### src/rtl/pipelined_cla_adder.sv
// pipelined_cla_adder -- two-stage pipelined carry-lookahead adder/subtractor.
//
// Stage 1 conditions operand B (inverted for subtract), forms per-bit g/p and
// per-group G/P. Stage 2 resolves group carries through one lookahead root,
// ripples them into each leaf group, forms the sum and the condition flags.
// A valid/ready handshake with full backpressure sits on both sides.
//
// Optional feature: define CLA_SAT_EN to clamp the sum on signed overflow
// when op[1] is set. When it is undefined, op[1] is ignored and the sum wraps.
//
// Ports:
//   clk, rst            clock, asynchronous active-high reset
//   in_valid/in_ready   input handshake
//   a, b                operands (WIDTH)
//   op                  op[0]: 0 add / 1 subtract, op[1]: saturate request
//   cin                 carry-in for add (forced to 1 for subtract)
//   tag_in              sideband tag (TAG_W), returned with the result
//   out_valid/out_ready output handshake
//   sum                 result (WIDTH)
//   c_out, ovf, zero, neg  carry out, signed overflow, sum==0, sum MSB
//   tag_out             tag of the current result

// Group generate/propagate over one leaf group.
module cla_grp_gp #(
    parameter int GROUP = 16
) (
    input  logic [GROUP-1:0] g,
    input  logic [GROUP-1:0] p,
    output logic             gg,
    output logic             gp
);
    always_comb begin
        gg = 1'b0;
        for (int i = 0; i < GROUP; i++) gg = g[i] | (p[i] & gg);
        gp = &p;
    end
endmodule

// In-group carries from the group carry-in.
module cla_grp_carry #(
    parameter int GROUP = 16
) (
    input  logic [GROUP-1:0] g,
    input  logic [GROUP-1:0] p,
    input  logic             ci,
    output logic [GROUP-1:0] c
);
    logic cc;
    always_comb begin
        cc = ci;
        for (int i = 0; i < GROUP; i++) begin
            c[i] = cc;
            cc   = g[i] | (p[i] & cc);
        end
    end
endmodule

module pipelined_cla_adder #(
    parameter int WIDTH = 32,
    parameter int GROUP = 16,
    parameter int TAG_W = 4
) (
    input  logic             clk,
    input  logic             rst,
    input  logic             in_valid,
    output logic             in_ready,
    input  logic [WIDTH-1:0] a,
    input  logic [WIDTH-1:0] b,
    input  logic [1:0]       op,
    input  logic             cin,
    input  logic [TAG_W-1:0] tag_in,
    output logic             out_valid,
    input  logic             out_ready,
    output logic [WIDTH-1:0] sum,
    output logic             c_out,
    output logic             ovf,
    output logic             zero,
    output logic             neg,
    output logic [TAG_W-1:0] tag_out
);
    localparam int NG = WIDTH / GROUP;

    // vld_pipe[1] = stage 1 valid, vld_pipe[2] = stage 2 valid
    logic [2:1] vld_pipe;
    logic       adv1, adv2;

    assign adv2      = !vld_pipe[2] || out_ready;
    assign adv1      = !vld_pipe[1] || adv2;
    assign in_ready  = adv1;
    assign out_valid = vld_pipe[2];

    // ---------------- stage 1 combinational ----------------
    logic [WIDTH-1:0] b_eff, g0, p0;
    logic             cin_eff;
    logic [NG-1:0]    gg0, gp0;

    assign b_eff   = op[0] ? ~b : b;
    assign cin_eff = op[0] | cin;
    assign g0      = a & b_eff;
    assign p0      = a ^ b_eff;

    for (genvar j = 0; j < NG; j++) begin : gen_gp
        cla_grp_gp #(.GROUP(GROUP)) u_gp (
            .g  (g0[j*GROUP +: GROUP]),
            .p  (p0[j*GROUP +: GROUP]),
            .gg (gg0[j]),
            .gp (gp0[j])
        );
    end

    // ---------------- stage 1 registers ----------------
    logic [WIDTH-1:0] g1, p1;
    logic [NG-1:0]    gg1, gp1;
    logic             ci1, am1, bm1;
    logic [TAG_W-1:0] tag1;

`ifdef CLA_SAT_EN
    logic sat1;
    always_ff @(posedge clk or posedge rst) begin
        if (rst)       sat1 <= 1'b0;
        else if (adv1) sat1 <= op[1];
    end
`else
    logic unused_sat;
    assign unused_sat = op[1];
`endif

    always_ff @(posedge clk or posedge rst) begin
        if (rst) begin
            vld_pipe[1] <= 1'b0;
            g1   <= '0;
            p1   <= '0;
            gg1  <= '0;
            gp1  <= '0;
            ci1  <= 1'b0;
            am1  <= 1'b0;
            bm1  <= 1'b0;
            tag1 <= '0;
        end else if (adv1) begin
            vld_pipe[1] <= in_valid;
            g1   <= g0;
            p1   <= p0;
            gg1  <= gg0;
            gp1  <= gp0;
            ci1  <= cin_eff;
            am1  <= a[WIDTH-1];
            bm1  <= b_eff[WIDTH-1];
            tag1 <= tag_in;
        end
    end

    // ---------------- stage 2 combinational ----------------
    // Lookahead root: group carries from group G/P and the effective carry-in.
    logic [NG:0]      gc;
    logic             rc;
    always_comb begin
        rc = ci1;
        for (int k = 0; k < NG; k++) begin
            gc[k] = rc;
            rc    = gg1[k] | (gp1[k] & rc);
        end
        gc[NG] = rc;
    end

    logic [WIDTH-1:0] cvec, sum_raw, sum_n;
    logic             ovf_n;

    for (genvar j = 0; j < NG; j++) begin : gen_carry
        cla_grp_carry #(.GROUP(GROUP)) u_carry (
            .g  (g1[j*GROUP +: GROUP]),
            .p  (p1[j*GROUP +: GROUP]),
            .ci (gc[j]),
            .c  (cvec[j*GROUP +: GROUP])
        );
    end

    assign sum_raw = p1 ^ cvec;
    assign ovf_n   = (am1 == bm1) && (sum_raw[WIDTH-1] != am1);

`ifdef CLA_SAT_EN
    // Clamp toward the sign of A: both operands share that sign on overflow.
    assign sum_n = (sat1 && ovf_n) ? {am1, {(WIDTH-1){~am1}}} : sum_raw;
`else
    assign sum_n = sum_raw;
`endif

    // ---------------- stage 2 registers ----------------
    always_ff @(posedge clk or posedge rst) begin
        if (rst) begin
            vld_pipe[2] <= 1'b0;
            sum     <= '0;
            c_out   <= 1'b0;
            ovf     <= 1'b0;
            zero    <= 1'b0;
            neg     <= 1'b0;
            tag_out <= '0;
        end else if (adv2) begin
            vld_pipe[2] <= vld_pipe[1];
            sum     <= sum_n;
            c_out   <= gc[NG];
            ovf     <= ovf_n;
            zero    <= ~|sum_n;
            neg     <= sum_n[WIDTH-1];
            tag_out <= tag1;
        end
    end
endmodule

### config.mk
export PLATFORM = sky130hd
export DESIGN_NAME = pipelined_cla_adder
export DESIGN_NICKNAME = d
export VERILOG_FILES = /design/src/rtl/pipelined_cla_adder.sv
export SDC_FILE = /design/constraint.sdc
export NUM_CORES = 1
export LEC_CHECK = 0
export ABC_AREA = 1
export CAP_MARGIN = 20
export CORE_AREA = 2 2 93 139
export CTS_BUF_LIST = sky130_fd_sc_hd__clkbuf_4 sky130_fd_sc_hd__clkbuf_8
export DETAILED_ROUTE_END_ITERATION = 16
export DIE_AREA = 0 0 95 141
export PLACE_DENSITY = 0.75
export SLEW_MARGIN = 10
export SYNTH_ARGS = -nofsm -noshare
export SYNTH_HDL_FRONTEND = slang
export SYNTH_SLANG_ARGS = --single-unit
export TNS_END_PERCENT = 5
### constraint.sdc
create_clock -name clk -period 11 [get_ports clk]
set_input_delay 1.1 -clock clk [delete_from_list [all_inputs] [get_ports clk]]
set_output_delay 1.1 -clock clk [all_outputs]
set_load 0.005 [all_outputs]
* Yosys cells after proc, flatten, opt, wreduce, memory -nomap -nowiden
Index checks and enable logic that the tools add are counted.
** Cells by class
- Eq/ne operators :: 2
- Reduce and logical (&&, ||, !) cells :: 9
- Mux-type cells :: 1
- Bitwise logic cells :: 129
** Operators with widths (number)
- XOR 32 bit :: 2
- bitwise OR 1 bit :: 63
- AND 1 bit :: 62
- AND 32 bit :: 1
- 2-to-1 mux 32 bit :: 1
- inverter 32 bit :: 1
- AND reduction 16 bit :: 2
- OR reduction 32 bit :: 1
- logical NOT 1 bit :: 3
- logical OR 1 bit :: 2
- equality test 1 bit :: 1
- logical AND 1 bit :: 1
- != test 1 bit :: 1
** Word-level totals
- Bits of input ports :: 75
- Word-level logic and storage cells :: 157
- Register bits :: 116

* Longest topological paths before layout
- Depth after elaboration :: 35
- Mapped depth :: 35

* By module
Synthesis repeated with hierarchy kept, for this count alone.
** Second synthesis, totals
- Cell total of the unflattened synthesis :: 717
- Area, all modules :: 6575.1 um^2
** By module, submodules not included
- pipelined_cla_adder :: times used 1, cells each 545, sequential area each 2902.8 um^2, area an instance 5749.3 um^2
- cla_grp_carry :: times used 2, cells each 46, sequential area each 0.0 um^2, area an instance 244.0 um^2
- cla_grp_gp :: times used 2, cells each 40, sequential area each 0.0 um^2, area an instance 168.9 um^2

* Least setup slack after synthesis
No wires, ideal clock.
- Kind :: reg2reg
- Start :: register ci1
- End :: register zero
- Cell stages (with the launch flop) :: 36
- Data required time :: 10.890 ns
- Data arrival time :: 7.530 ns
- Period minus slack after synthesis :: 7.640 ns
- Path slack :: 3.360 ns
- Path through :: dfrtp_1 > inv_1 > o21ai_0 > ha_1 > or2_2 > ha_1 > or2_2 > ha_1 > or2_2 > ha_1 > or2_2 > ha_1 > or2_2 > ha_1 > or2_2 > ha_1 > or2_2 > ha_1 > or2_2 > ha_1 > or2_2 > ha_1 > or2_2 > ha_1 > or2_2 > ha_1 > or2_2 > ha_1 > or2_2 > ha_1 > or2_2 > ha_1 > nor2_1 > xor2_1 > nand4_1 > o41ai_1
** On the way
- Cells in the longest elaborated chain, start to end :: 35
** Ends and longest elaborated chain
- from (decl) :: line 114 : logic ci1, am1, bm1;
- from (signal assigned) :: line 145 : ci1 <= cin_eff;
- AND 1 bit :: line 160 : rc = gg1[k] | (gp1[k] & rc);
- bitwise OR 1 bit :: line 160
- AND 1 bit :: line 53 : cc = g[i] | (p[i] & cc);
- bitwise OR 1 bit :: line 53
- AND 1 bit :: line 53
- bitwise OR 1 bit :: line 53
- AND 1 bit :: line 53
- bitwise OR 1 bit :: line 53
- [19 not listed]
- bitwise OR 1 bit :: line 53
- AND 1 bit :: line 53
- bitwise OR 1 bit :: line 53
- AND 1 bit :: line 53
- bitwise OR 1 bit :: line 53
- XOR 32 bit (*) :: line 177 : assign sum_raw = p1 ^ cvec;
- OR reduction 32 bit (*) :: line 202 : zero <= ~|sum_n;
- logical NOT 1 bit (*) :: line 202
- to (signal assigned) :: line 202
- to (decl) :: line 77 : output logic zero,
Every way passes the cells marked *; elsewhere a longest branch is shown, timed or not.
A chain may end at the register's enable or synchronous reset.

* Final worst setup path
- Start :: register gp1[0]
- End :: register zero
** On the way
- Cells in the longest elaborated chain, start to end :: 35
** Ends and longest elaborated chain
- from (decl) :: line 113 : logic [NG-1:0] gg1, gp1;
- from (signal assigned) :: line 144 : gp1 <= gp0;
- AND 1 bit (*) :: line 160
- bitwise OR 1 bit (*) :: line 160
- AND 1 bit :: line 53
- bitwise OR 1 bit :: line 53
- AND 1 bit :: line 53
- bitwise OR 1 bit :: line 53
- AND 1 bit :: line 53
- bitwise OR 1 bit :: line 53
- [19 not listed]
- bitwise OR 1 bit :: line 53
- AND 1 bit :: line 53
- bitwise OR 1 bit :: line 53
- AND 1 bit :: line 53
- bitwise OR 1 bit :: line 53
- XOR 32 bit (*) :: line 177
- OR reduction 32 bit (*) :: line 202
- logical NOT 1 bit (*) :: line 202
Marks and branches as above.

==> results.txt <==
In the final routed layout, each cell accounts on average for approximately 14 um. Among the stages of the critical path, the cell type that occurs most often is ha_1. The post-DP HPWL came out at 9820 um. Across the run, the number of max-cap violations was 0.

The area taken by flip-flops and latches came out at between 0.002 and 0.003 mm2. The vertical extent of the die is between 100 and 150 um. The post-synthesis to final-layout area growth came out at 28.7%.

The worst-case clock buffer depth came out at 2. In this run the worst path has a maximum fanout of 4. The flow ran to the end, and the final reports show no timing, DRC or antenna violations.

The actual transition at the worst max-transition pin came out at 0.760 ns. The clock tree synthesis step divided the H-tree into 4 levels. Summed over all layers, the routed wires come to between 10000 and 15000 um. The effective utilization at floorplan came out at 0.482. The initial antenna violation count came out at 0. The met2 routing resource usage after global routing is 0.396. The worst setup path is launched from a flop. The largest stage delay on the critical path came out at around 0.36 ns. The most common flop cell mapped by yosys is dfrtp_1.

The number of setup buffers added after CTS is 0. Summed over all nets, the switching power comes to between 300 and 400 uW. The final total power is between 1 and 1.5 mW.

The average cell area after synthesis came out at ~8.6 um2. The number of design rule violations left after detail routing came out at 0. The number of setup violations in the final report came out at 0. For the final database, setup skew stands at 0.0110 ns. Of the cells placed in the final design, the portion with a size suffix greater than 1 is 0.0861. The data arrival time at the worst-slack endpoint came out at 8.48 ns. For this run, global-route usage on met1 was measured as 0.254. Along the worst hold path, the cell count comes to 2. At the later pin of the worst-skew pair, clock insertion delay measures 0.42 ns. The worst setup path is of the flop to flop kind. The count of endpoints failing hold in the final timing report came out at 0.

Dividing the detail-routed via count by the number of cells gives 5.03. The number of resized instances in the post-cts repair step is 0. The count of different cell masters after synthesis is 25.

By instance count, the leading cell after synthesis is nand2_1. The Yosys warning count came out at 0. The combined area of the multi-input logic cells is between 0.002 and 0.003 mm2.

The portion of the clock cycle consumed by the worst path in the final layout came out at 0.743. The number of I/O port buffers came out at around 120. The number of detailed-routing iterations run before antenna repair is 4. The switching power share of the total came out at 0.290. The library cell occupying the most area in the post-synthesis netlist is dfrtp_1.

Counting instances in the post-synthesis netlist gives the leading cell types as nand2_1 (322), dfrtp_1 (114), ha_1 (62). The maximum frequency from static timing analysis is between 0.1 and 0.15 GHz. The final cell count without fillers is a little under 1000. met2 is the most crowded layer. During I/O placement, the number of pins put on the boundary was about 120. The via count of the first global-routing pass came to 4954. STA classifies the critical path endpoint as a flop. Cell internal power was estimated by the tool at approximately 980 uW. The finished cells cover ~0.0076 mm2. After synthesis, the cell types taking the most area are dfrtp_1 (48%), nand2_1 (20%), ha_1 (13%), xor2_1 (5.0%), or2_2 (3.1%).

Of the synthesized area, sequential elements account for 0.480. TritonCTS built the clock tree. The net count reported at finish came out at ~940. The data required time of the worst path is 11.31 ns. The final sum of negative setup slack is 0 ns. Across every metal layer, demand over resource in global routing totals 0.220.

The total congestion overflow came out at 0. The fraction of power consumed by sequential logic is 0.401. The final-report max-slew violation count is 0.

For the worst flop-to-flop path, the logic depth is 35. The detail route stage leaves a number of antenna-violating nets equal to 0. On the critical path, the stage with the largest delay is an instance of dfrtp_1. Synthesis produced a netlist whose cell count is ~690. The met3 usage in global routing is 0.0444. The utilization of the core after routing came out at 0.621. The violation count after the first detailed-route iteration is between 200 and 250. The floorplan step set the die width to approximately 95 um. The post-synth net total came out at 828. The weighted congestion at the end of routability-driven global placement is 0.829. The detailed router placed just under 5000 vias in this run. Measured against its own limit, the worst slew margin works out to 0.493. The post-placement cell area came out at about 0.007 mm2. The async set or reset register ratio after synthesis came out at 1.00. The number of buffers created by CTS is 17. Of the total power, the clock network draws 0.308.

The share of Yosys cell area claimed by the top area cell type is 0.480. The post-synthesis register bit count is about 110. The worst-case IR drop observed on VDD is roughly 0.091 mV. The antenna diode count came out at 0. The die area is between 0.01 and 0.015 mm2.

In this run, post-CTS hold repair placed 0 buffers. The worst min-delay path category is flop to flop. The standard-cell row count is 50. In this run, synthesis inferred 0 flip-flops with an integrated enable. The pin count of the biggest net entering global routing came out at 77. The core region is ~0.012 mm2. The summed instance area of the synthesized netlist is approximately 0.006 mm2. The number of filler instances in the final layout is approximately 1100. The ratio of total power to cell area came out at 180 mW/mm2. The root buffer cell chosen for the clock tree is clkbuf_8. The combinational share of power came out at 0.291. The clock-pin slew on the worst setup and hold paths is approximately 0.070 ns. The final critical path time including I/O delays and setup came out at ~8.2 ns. The total leakage power is 4.02 nW. The total placed cells including tap cells is between 900 and 1000.

Setup repair after global routing left no endpoint under its margin. The global-route wire length before repair is approximately 23000 um. Counting every sink on the clock net gives ~110.
==> sequential cells by signal, summed over array words and instances (netlist names) <==
register,cells
out_valid,1
tag_out,4
am1,1
bm1,1
g1,30
gp1,2
ci1,1
c_out,1
p1,32
ovf,1
gg1,2
sum,32
tag1,4
vld_pipe,1
zero,1
==> cell type report <==
class / count / area share
clock buffers: 26 / 0.0443
clock inverters: 4 / 0.0124
repair buffers: 120 / 0.155
multi-input cells: 516 / 0.373
inverters: 33 / 0.0165
well taps: 156 / 0.0255
flip-flops and latches: 114 / 0.373
==> kinds of logic after synthesis <==
| logic type | Yosys count | synth area share |
|---|---|---|
| AO/OA/AOI/OAI | 44 | 0.0406 |
| XOR/XNOR | 34 | 0.0501 |
| adder cells (fa/ha/maj) | 62 | 0.131 |
| buffers and inverters | 61 | 0.0413 |
| flip-flops | 114 | 0.480 |
| multiplexers | 1 | 0.00168 |
| AND/OR/NAND/NOR | 375 | 0.256 |
==> critical path: cells and delay by family (launching register included) <==
family | cells | cell delay (ns)
adders and majority gates | 15 | 2.71
DFF | 1 | 0.36
and+or+nand+nor | 16 | 4.16
xor gates and xnor gates | 1 | 0.28
AOI/OAI and AO/OA | 2 | 0.48
buffers and inverters | 1 | 0.07
==> power by group through the flow <==
stage          sequential [mW]  combinational [mW]  clock, mW
6_report                 0.552               0.401      0.425
5_1_grt                  0.564               0.454      0.450
2_1_floorplan            0.554               0.208          0
3_3_place_gp             0.555               0.394          0
4_1_cts                  0.553               0.405      0.429
3_5_place_dp             0.559               0.401          0
==> stage by stage <==
step           hold WS, ns  setup slack [ns]
2_1_floorplan        0.433              3.36
3_3_place_gp         0.454              2.85
3_5_place_dp         0.457              2.76
4_1_cts              0.476              2.72
5_1_grt              0.498              2.43
6_report             0.474              2.83
==> per-layer routing <==
| layer | share of wire | vias to the layer above |
|---|---|---|
| met2 | 0.53 | 140 |
| li1 | - | 2403 |
| met3 | 0.042 | 26 |
| met4 | 0.024 | 0 |
| met5 | 0 | - |
| met1 | 0.40 | 2301 |
==> path summary, 6_finish.rpt <==
check | start | end | slack [ns]
max reg2reg | gp1[0]$_DFFE_PP0P_ | zero$_DFFE_PP0P_ | 2.83
max in group asynchronous | rst | zero$_DFFE_PP0P_ | 8.61
min | g1[0]$_DFFE_PP0P_ | g1[0]$_DFFE_PP0P_ | 0.47
min reg2reg | g1[0]$_DFFE_PP0P_ | g1[0]$_DFFE_PP0P_ | 0.47
max | gp1[0]$_DFFE_PP0P_ | zero$_DFFE_PP0P_ | 2.83
min in group asynchronous | rst | tag_out[1]$_DFFE_PP0P_ | 1.17
==> cell usage in the layout, fill, tap and decap left out, types with 2 or more instances in the layout <==
cell type and n:
clkdlybuf4s50_1 114, xor2_1 34, o41ai_1 2, nor2_1 5, o21ai_0 24, nand4_1 5, a21oi_1 13, clkbuf_8 23
ha_1 62, inv_1 30, bufinv_16 3, nand2_1 322, inv_2 2, nand3_1 5, clkbuf_4 3, nor2_4 2
or2_2 29, dfrtp_1 114, buf_4 5, nor4_1 6
Power figures use the tool's default switching activity.
